`src/rtl/down_counter_timer.sv`:
```
// Loadable, enable-gated down-counter with terminal-count pulse and optional
// auto-reload. The count reloads from rld on the terminal step in periodic mode.
module down_counter_timer #(
  parameter int WIDTH = 5
) (
  input  logic             clk,
  input  logic             rst,
  input  logic             load,
  input  logic             enab,
  input  logic             mode,
  input  logic [WIDTH-1:0] cnt_in,
  output logic [WIDTH-1:0] cnt_out,
  output logic             tc,
  output logic             busy
);

  typedef enum logic [1:0] {IDLE = 2'd0, RUN = 2'd1, DONE = 2'd2} state_t;

  state_t           state_q;
  logic [WIDTH-1:0] cnt_q, rld_q;
  logic             tc_q, busy_q;
  logic             term_d;

  // Terminal step: the enabled RUN cycle that sees a count of one.
  assign term_d = (state_q == RUN) && enab && (cnt_q == WIDTH'(1));

  always_ff @(posedge clk) begin
    if (rst) begin
      state_q <= IDLE;
      cnt_q   <= '0;
      rld_q   <= '0;
      tc_q    <= 1'b0;
      busy_q  <= 1'b0;
    end else if (load) begin
      cnt_q <= cnt_in;
      rld_q <= cnt_in;
      tc_q  <= 1'b0;
      if (cnt_in != '0) begin
        state_q <= RUN;
        busy_q  <= 1'b1;
      end else begin
        state_q <= IDLE;
        busy_q  <= 1'b0;
      end
    end else begin
      tc_q <= term_d;
      case (state_q)
        RUN: begin
          if (term_d) begin
            if (mode) begin
              cnt_q <= rld_q;
            end else begin
              cnt_q   <= '0;
              state_q <= DONE;
              busy_q  <= 1'b0;
            end
          end else if (enab && cnt_q > WIDTH'(1)) begin
            cnt_q <= cnt_q - WIDTH'(1);
          end
        end
        IDLE, DONE: ;
        default: begin
          state_q <= IDLE;
          busy_q  <= 1'b0;
        end
      endcase
    end
  end

  assign cnt_out = cnt_q;
  assign tc      = tc_q;
  assign busy    = busy_q;

endmodule

```
`config.mk`:
```
export PLATFORM = sky130hd
export DESIGN_NAME = down_counter_timer
export DESIGN_NICKNAME = d
export VERILOG_FILES = /design/src/rtl/down_counter_timer.sv
export SDC_FILE = /design/constraint.sdc
export NUM_CORES = 1
export LEC_CHECK = 0
export CORE_MARGIN = 4
export CORE_UTILIZATION = 45
export CTS_CLUSTER_DIAMETER = 80
export DETAILED_ROUTE_END_ITERATION = 7
export PLACE_DENSITY = 0.74
export SYNTH_ARGS = -nofsm -noshare
export SYNTH_HDL_FRONTEND = slang
export SYNTH_SLANG_ARGS = --single-unit
```
`constraint.sdc`:
```
create_clock -name clk -period 2.4 [get_ports clk]
set_input_delay 0.48 -clock clk [delete_from_list [all_inputs] [get_ports clk]]
set_output_delay 0.48 -clock clk [all_outputs]
set_load 0.02 [all_outputs]
```
# ---- After elaboration in Yosys (flattened, before gate mapping)
# Cells that the tools add are included.
dict set report totals {
  ff_bits 14
  input_bits 10
  word_cells 39
}
dict set report op_classes {
  addsub 1
  n_lt_le_gt_ge 1
  eq_ne 6
  muxes 15
  reduce_logical 11
}
# op n
set op_table {}
lappend op_table {{$mux 5} 5}
lappend op_table {{$mux 2} 3}
lappend op_table {{$ne 3x3->1 const B} 2}
lappend op_table {{$eq 5x1->1 const B} 1}
lappend op_table {{$gt 5x1->1 const B} 1}
lappend op_table {{$mux 1} 5}
lappend op_table {{$reduce_bool 5->1} 1}
lappend op_table {{$sub 5x1->5 const B} 1}
lappend op_table {{$pmux 2 s2} 1}
lappend op_table {{$reduce_or 2->1} 2}
lappend op_table {{$logic_and 1x1->1} 3}
lappend op_table {{$reduce_and 3->1} 1}
lappend op_table {{$reduce_bool 3->1} 1}
lappend op_table {{$eq 2x1->1 const B} 1}
lappend op_table {{$eq 2x2->1 const B} 1}
lappend op_table {{$logic_not 2->1} 1}
lappend op_table {{$ne 2x2->1 const B} 1}
lappend op_table {{$pmux 1 s2} 1}
lappend op_table {{$reduce_and 2->1} 1}
lappend op_table {{$reduce_bool 2->1} 1}

# ---- Depth between registers and ports, before layout
# Gate-level depths: netlist of run 1.
dict set report depth {
  ltp_word 6
  ltp_mapped 7
}

# ---- Least setup slack after synthesis of run 1
# Ideal clock, no wire load.
dict set report synth_timing {
  kind {reg2reg}
  start {reg cnt_q[0] (netlist: cnt_out[0])}
  end {reg cnt_q[2] (netlist: cnt_out[2])}
  setup_ns 0.088
  arrival_ns 1.724
  t_required_ns 2.312
  slack_ns 0.587
  path_stages_with_launch 6
  period_less_slack_ns 1.813
  path_cell_list {dfxtp_1 -> ha_1 -> inv_1 -> a41o_1 -> a2111o_1 -> a311oi_2}
}
dict set report synth_between {
  elab_chain_cells 5
  word_cells_on_any_way 11
  cone_classes {add/sub (1); order compare (1); eq/ne (1); mux (4); reduce/logical (4)}
}
# element line_no
set synth_lines {}
lappend synth_lines {{from (decl)} 20} ;# logic [WIDTH-1:0] cnt_q, rld_q;
lappend synth_lines {{from (signal assigned)} 35} ;# cnt_q <= cnt_in;
lappend synth_lines {{from (signal assigned)} 51} ;# cnt_q <= rld_q;
lappend synth_lines {{from (signal assigned)} 58} ;# cnt_q <= cnt_q - WIDTH'(1);
lappend synth_lines {{$sub 5x1->5 or $eq 5x1->1 (tied branches)} {58, 25}}
lappend synth_lines {{$mux 5 or $logic_and 1x1->1 (tied branches)} {57, 25}}
lappend synth_lines {{$mux 5} 49} ;# if (term_d) begin
lappend synth_lines {{$mux 5} 47} ;# case (state_q)
lappend synth_lines {{$mux 5} 34} ;# end else if (load) begin
# Parallel ways exist; a longest one is shown, timed or not. The select of a mux whose other input is x is not followed.
# A chain may end at the register's enable or synchronous reset.

# ---- Final worst setup path of run 1
# Ends and elaborated chain as after synthesis.

==> results.json, run 1 <==
{
  "insertion_delay_ns": 0.28,
  "ir_drop_uv": 274,
  "fmax_mhz": 531,
  "critPathMaxFanout": 7,
  "startpoint_type": "register",
  "sw_frac_of_total": 0.299,
  "p_leak_nw": 0.311,
  "synth-seq-area-share": 0.385,
  "critPathMaxStageDelay_ns": 0.46,
  "p_seq_frac": 0.490,
  "skew_ns": 0.00483,
  "firstDrtPassIters": 4,
  "drive_above_1_share": 0.0825,
  "vias": 680,
  "power_mw": 0.493,
  "grt_antenna_before_repair": 0,
  "hold_start": "rld_q[4]",
  "worstMarginPinSlew_ns": 0.514,
  "finalMaxSlewViolations": 0,
  "cts_tree": "yes",
  "die_area_um2": 2190,
  "internal-power_mw": 0.346,
  "die_w_um": 46.8,
  "met2_usage": 0.319,
  "slew_headroom": 0.656,
  "grt_first_pass_wirelength_um": 2990,
  "ctsHoldBuffers": 0,
  "r2r_start": "cnt_out[0]",
  "min_to": "rld_q[4]",
  "use_met1": 0.241,
  "cp_data_arrival_time_ns": 2.08,
  "final_hold_viol_count": 0,
  "wl_per_cell_um": 15.5,
  "ff2ff_path_depth": 5,
  "cts_resized": 0,
  "layout.nets": 110,
  "path_buf_inv": 1,
  "crit_path_top_delay_cell": "dfxtp_1",
  "drt-total-wl_um": 1740,
  "antenna_cells": 0,
  "worstHoldPathType": "reg2reg",
  "htree_levels": 1,
  "synth_seq_cells": 13,
  "comb_power_share": 0.228,
  "netlist_area_um2": 676,
  "required_ns": 2.60,
  "crit_chain": "ha_1 > inv_1 > a41o_1 > a2111o_1 > a311oi_2",
  "cts.sinks": 13,
  "fin_crit_ns": 1.88,
  "dpl.hpwl_um": 1260,
  "rows": 13,
  "gp_congestion": 0.873,
  "min_period_over_period": 0.784,
  "synthArstFlopShare": 0,
  "grt_max_degree": 14,
  "io_pins": 17,
  "ant_nets": 0,
  "synth_area_per_cell_um2": 8.55,
  "hold_depth": 2,
  "p_switching_mw": 0.148,
  "overflow": 0,
  "cts_made_buffers": 3,
  "vias_per_cell": 6.07,
  "setup_tns_ns": 0,
  "p_per_area_nw_per_um2": 562,
  "drc": 0,
  "postCtsSetupRepairBufs": 0,
  "clkPwrFrac": 0.282,
  "globalRouteMet3Util": 0.0498,
  "endpoint_kind": "register",
  "synth_ff_type": "dfxtp_1",
  "core-area_um2": 1350,
  "crit_family": "compound AO/OA/AOI/OAI gates",
  "portBuffers": 16,
  "synth_edf_count": 0,
  "root_buffer": "clkbuf_4",
  "fp.dieH_um": 46.8,
  "clock_path_buffers": 2,
  "crit_start": "cnt_out[0]",
  "syn_inst": 79,
  "synth_cell_types": 31,
  "rsz0062_at_grt": "false",
  "cts.clk_slew.worst_paths_ns": 0.09,
  "gr-usage-all-layers": 0.194,
  "start_util": 0.500,
  "finalSetupViolations": 0,
  "max_cap_viol_count": 0,
  "synth_warnings": 0,
  "dr.first_iter.drc_count": 29,
  "syn2layout_area_growth_pct": 29.8,
  "critPathKind": "reg2reg",
  "grt_pass1_vias": 658,
  "ff2ff_setup_slack_ns": 0.52,
  "status": "complete, no violations",
  "synthesis.nets": 91,
  "r2r_end": "cnt_out[2]",
  "busiest_layer": "met2"
}
-- metal layers --
| metal | share of wire | vias to the layer above | routed length, µm |
|---|---|---|---|
| met4 | 0.012 | 0 | 21 |
| met2 | 0.46 | 30 | 799 |
| li1 | - | 335 | - |
| met3 | 0.074 | 2 | 128 |
| met5 | 0 | - | 0 |
| met1 | 0.45 | 313 | 788 |
-- layout make-up --
type	count	area [µm²]
fill	126	473
multi-input combinational	59	389
sequential	13	260
timing repair buffer	17	168
clock buffer	4	26.3
tap	15	18.8
inverter	4	15.0
-- Yosys cell counts (all sizes together), types with 3 or more instances --
cell | number | area, µm²
a21oi | 9 | 45.0
dfxtp | 13 | 260
inv | 4 | 15.0
mux2i | 3 | 30.0
nand2 | 5 | 18.8
nor2 | 7 | 26.3
nor2b | 3 | 18.8
o21ai | 3 | 15.0
-- state kept, by name, indices dropped and copies added, names as in the netlist --
name and count:
tc 1, busy 1, cnt_out 5, state_q 1
rld_q 5
-- metrics by stage --
stage	hold slack, ns	cells	area (µm²)	setup WS (ns)	utilization
final	0.478	112	877	0.518	0.650
after global routing	0.511	112	877	0.350	0.650
after CTS	0.478	112	877	0.525	0.650
after detailed placement	0.465	108	851	0.266	0.630
after global placement	0.464	108	851	0.322	0.630
after floorplan	0.450	79	676	0.587	-
-- power groups by stage --
stage	registers (mW)	clock network, mW	logic, mW
6_report	0.242	0.139	0.112
5_1_grt	0.244	0.153	0.125
4_1_cts	0.241	0.139	0.112
3_5_place_dp	0.246	0	0.111
3_3_place_gp	0.246	0	0.109
2_1_floorplan	0.252	0	0.0564
-- cell usage in the layout (no fill, tap or decap), types with 3 or more instances in the layout --
master | synthesis | layout
dfxtp_1 | 13 | 13
clkbuf_4 | 0 | 3
clkdlybuf4s50_1 | 0 | 16
nand2_1 | 5 | 5
nor2b_1 | 3 | 3
mux2i_1 | 3 | 3
inv_1 | 4 | 4
nor2_1 | 7 | 7
a21oi_1 | 9 | 9
o21ai_0 | 3 | 3
-- cells by family (layout without fill, tap and decap cells) --
| logic type | Yosys count | in the layout | share of synthesized area |
|---|---|---|---|
| flip-flops | 13 | 13 | 0.385 |
| AND/OR/NAND/NOR | 30 | 30 | 0.243 |
| buffers and inverters | 7 | 25 | 0.0389 |
| AO/OA/AOI/OAI | 24 | 24 | 0.252 |
| adder cells (fa/ha/maj) | 2 | 2 | 0.0370 |
| multiplexers | 3 | 3 | 0.0444 |
-- worst max-delay path by stage --
stage,to,slack [ns],cells past startpoint
final,cnt_out[2],0.52,5
after global routing,cnt_out[2],0.35,5
after CTS,cnt_out[2],0.53,1
after detailed placement,cnt_out[2],0.27,5
after global placement,cnt_out[2],0.32,5
after floorplan,cnt_out[2],0.59,5
-- worst reg2reg max path: stages (launching register included) --
cell	delay, ns
dfxtp_1	0.46
ha_1	0.34
inv_1	0.09
a41o_1	0.29
a2111o_1	0.41
a311oi_2	0.22
Power figures use the tool's default switching activity.
==> inputs of run 2 (changes only) <==
==> constraint.sdc (replaced) <==
create_clock -name clk -period 1.9 [get_ports clk]
set_input_delay 0.38 -clock clk [delete_from_list [all_inputs] [get_ports clk]]
set_output_delay 0.38 -clock clk [all_outputs]
set_load 0.02 [all_outputs]
==> run 2 against run 1 <==
Against the previous run:
- design area up 7.0%
- flip-flop and latch count did not move
- die area unchanged
- sequential share of layout area shrank 1.8 points
- non-clock buffer count rose by 8
- wire length up 5.8%
- via count is 9.0% higher
- power grew 29%
- setup slack worse by 0.42 ns
- hold slack improved by 0.0013 ns
- utilization up 4.5 points
==> results.json, run 2 (synthesis gave the netlist of run 1 again) <==
{
  "firstDrtPassIters": 4,
  "path_buf_inv": 1,
  "grt_antenna_before_repair": 0,
  "clock_path_buffers": 2,
  "cts.sinks": 13,
  "fmax_mhz": 555,
  "hold_start": "rld_q[4]",
  "cts_tree": "yes",
  "r2r_start": "cnt_out[1]",
  "drt-total-wl_um": 1840,
  "vias_per_cell": 6.18,
  "htree_levels": 1,
  "finalMaxSlewViolations": 0,
  "hold_depth": 2,
  "rsz0062_at_grt": "false",
  "layout_commonest_cell": "clkdlybuf4s50_1",
  "die_area_um2": 2190,
  "gr-usage-all-layers": 0.211,
  "gp_congestion": 0.883,
  "required_ns": 1.52,
  "rows": 13,
  "finalSetupViolations": 0,
  "use_met1": 0.285,
  "busiest_layer": "met2",
  "ff2ff_path_depth": 8,
  "die_w_um": 46.8,
  "layout.nets": 118,
  "timing.hold.ws_ns": 0.479,
  "ant_nets": 0,
  "setup_ws_ns": 0.0996,
  "min_to": "rld_q[4]",
  "cts.clk_slew.worst_paths_ns": 0.08,
  "grt_first_pass_wirelength_um": 3260,
  "critPathKind": "reg2out",
  "grt_pass1_vias": 718,
  "r2r_end": "cnt_out[1]",
  "min_period_over_period": 0.948,
  "fp.dieH_um": 46.8,
  "final_cell_mix": "clkdlybuf4s50_1 (16), dfxtp_1 (12), a21oi_1 (9), buf_4 (9), nor2_1 (7)",
  "fin_crit_ns": 1.80,
  "placed_area_um2": 911,
  "cp_data_arrival_time_ns": 1.42,
  "antenna_cells": 0,
  "globalRouteMet3Util": 0.0268,
  "max_cap_viol_count": 0,
  "crit_family": "buffers and inverters",
  "drive_above_1_share": 0.162,
  "final_hold_viol_count": 0,
  "skew_ns": 0.00305,
  "met2_usage": 0.316,
  "p_leak_nw": 0.350,
  "worstHoldPathType": "reg2reg",
  "drc": 0,
  "vias": 741,
  "cts_resized": 0,
  "overflow": 0,
  "endpoint_kind": "output pin",
  "critPathMaxFanout": 7,
  "startpoint_type": "register",
  "cts_made_buffers": 3,
  "syn2layout_area_growth_pct": 38.9,
  "insertion_delay_ns": 0.28,
  "start_util": 0.500,
  "ff2ff_setup_slack_ns": 0.17,
  "dr.first_iter.drc_count": 29,
  "postLayoutCellArea_um2": 938,
  "core-area_um2": 1350,
  "crit_chain": "clkdlybuf4s50_1",
  "dpl.hpwl_um": 1380,
  "wl_per_cell_um": 15.3,
  "crit_path_top_delay_cell": "clkdlybuf4s50_1",
  "ir_drop_uv": 308,
  "grt_max_degree": 14,
  "slew_headroom": 0.663,
  "p_per_area_nw_per_um2": 679,
  "postCtsSetupRepairBufs": 0,
  "preCtsSetupSlack_ns": -0.0606,
  "status": "complete, no violations",
  "root_buffer": "clkbuf_4",
  "portBuffers": 16,
  "ctsHoldBuffers": 0,
  "io_pins": 17,
  "worstMarginPinSlew_ns": 0.503,
  "critPathMaxStageDelay_ns": 0.66
}
## run 2: area by class of cell
| class | count | area (µm²) |
|---|---|---|
| repair buffers | 25 | 228 |
| inverters | 4 | 15.0 |
| flip-flops and latches | 13 | 262 |
| well taps | 15 | 18.8 |
| fillers | 121 | 412 |
| multi-input cells | 59 | 389 |
| clock buffers | 4 | 26.3 |
## run 2: layer usage
layer,up-vias,share of wire
met1,348,0.45
li1,352,-
met5,-,0
met2,34,0.45
met4,0,0.033
met3,7,0.067
## run 2: power by group
part / total [mW] / internal [mW] / switching (mW) / leakage (nW)
sequential: 0.303 / 0.288 / 0.0150 / 0.107
combinational: 0.160 / 0.0792 / 0.0813 / 0.228
clock: 0.173 / 0.0815 / 0.0916 / 0.0150
## run 2: metrics by stage
stage | TNS [ns] | cells | total power, mW | utilization
2_1_floorplan | 0 | 79 | 0.390 | -
3_3_place_gp | -0.0199 | 116 | 0.464 | 0.675
3_5_place_dp | -0.0606 | 116 | 0.467 | 0.675
4_1_cts | 0 | 120 | 0.643 | 0.694
5_1_grt | 0 | 120 | 0.672 | 0.695
6_report | 0 | 120 | 0.637 | 0.695
## run 2: how the worst max path moves through the flow
stage	startpoint	endpoint	cells after the start
floorplan	cnt_out[0]	cnt_out[2]	5
global placement	enab	cnt_out[2]	5
detailed placement	enab	cnt_out[2]	5
CTS	cnt_out[2]	cnt_out[2]	1
global route	cnt_out[1]	cnt_out[1]	8
finish	cnt_out[2]	cnt_out[2]	1
## run 2: worst min-delay path: cells and delay by family (launching register included)
family / cells / cell delay [ns]
flip-flops: 1 / 0.32
AND/OR/NAND/NOR: 1 / 0.06
AO/OA/AOI/OAI: 1 / 0.06
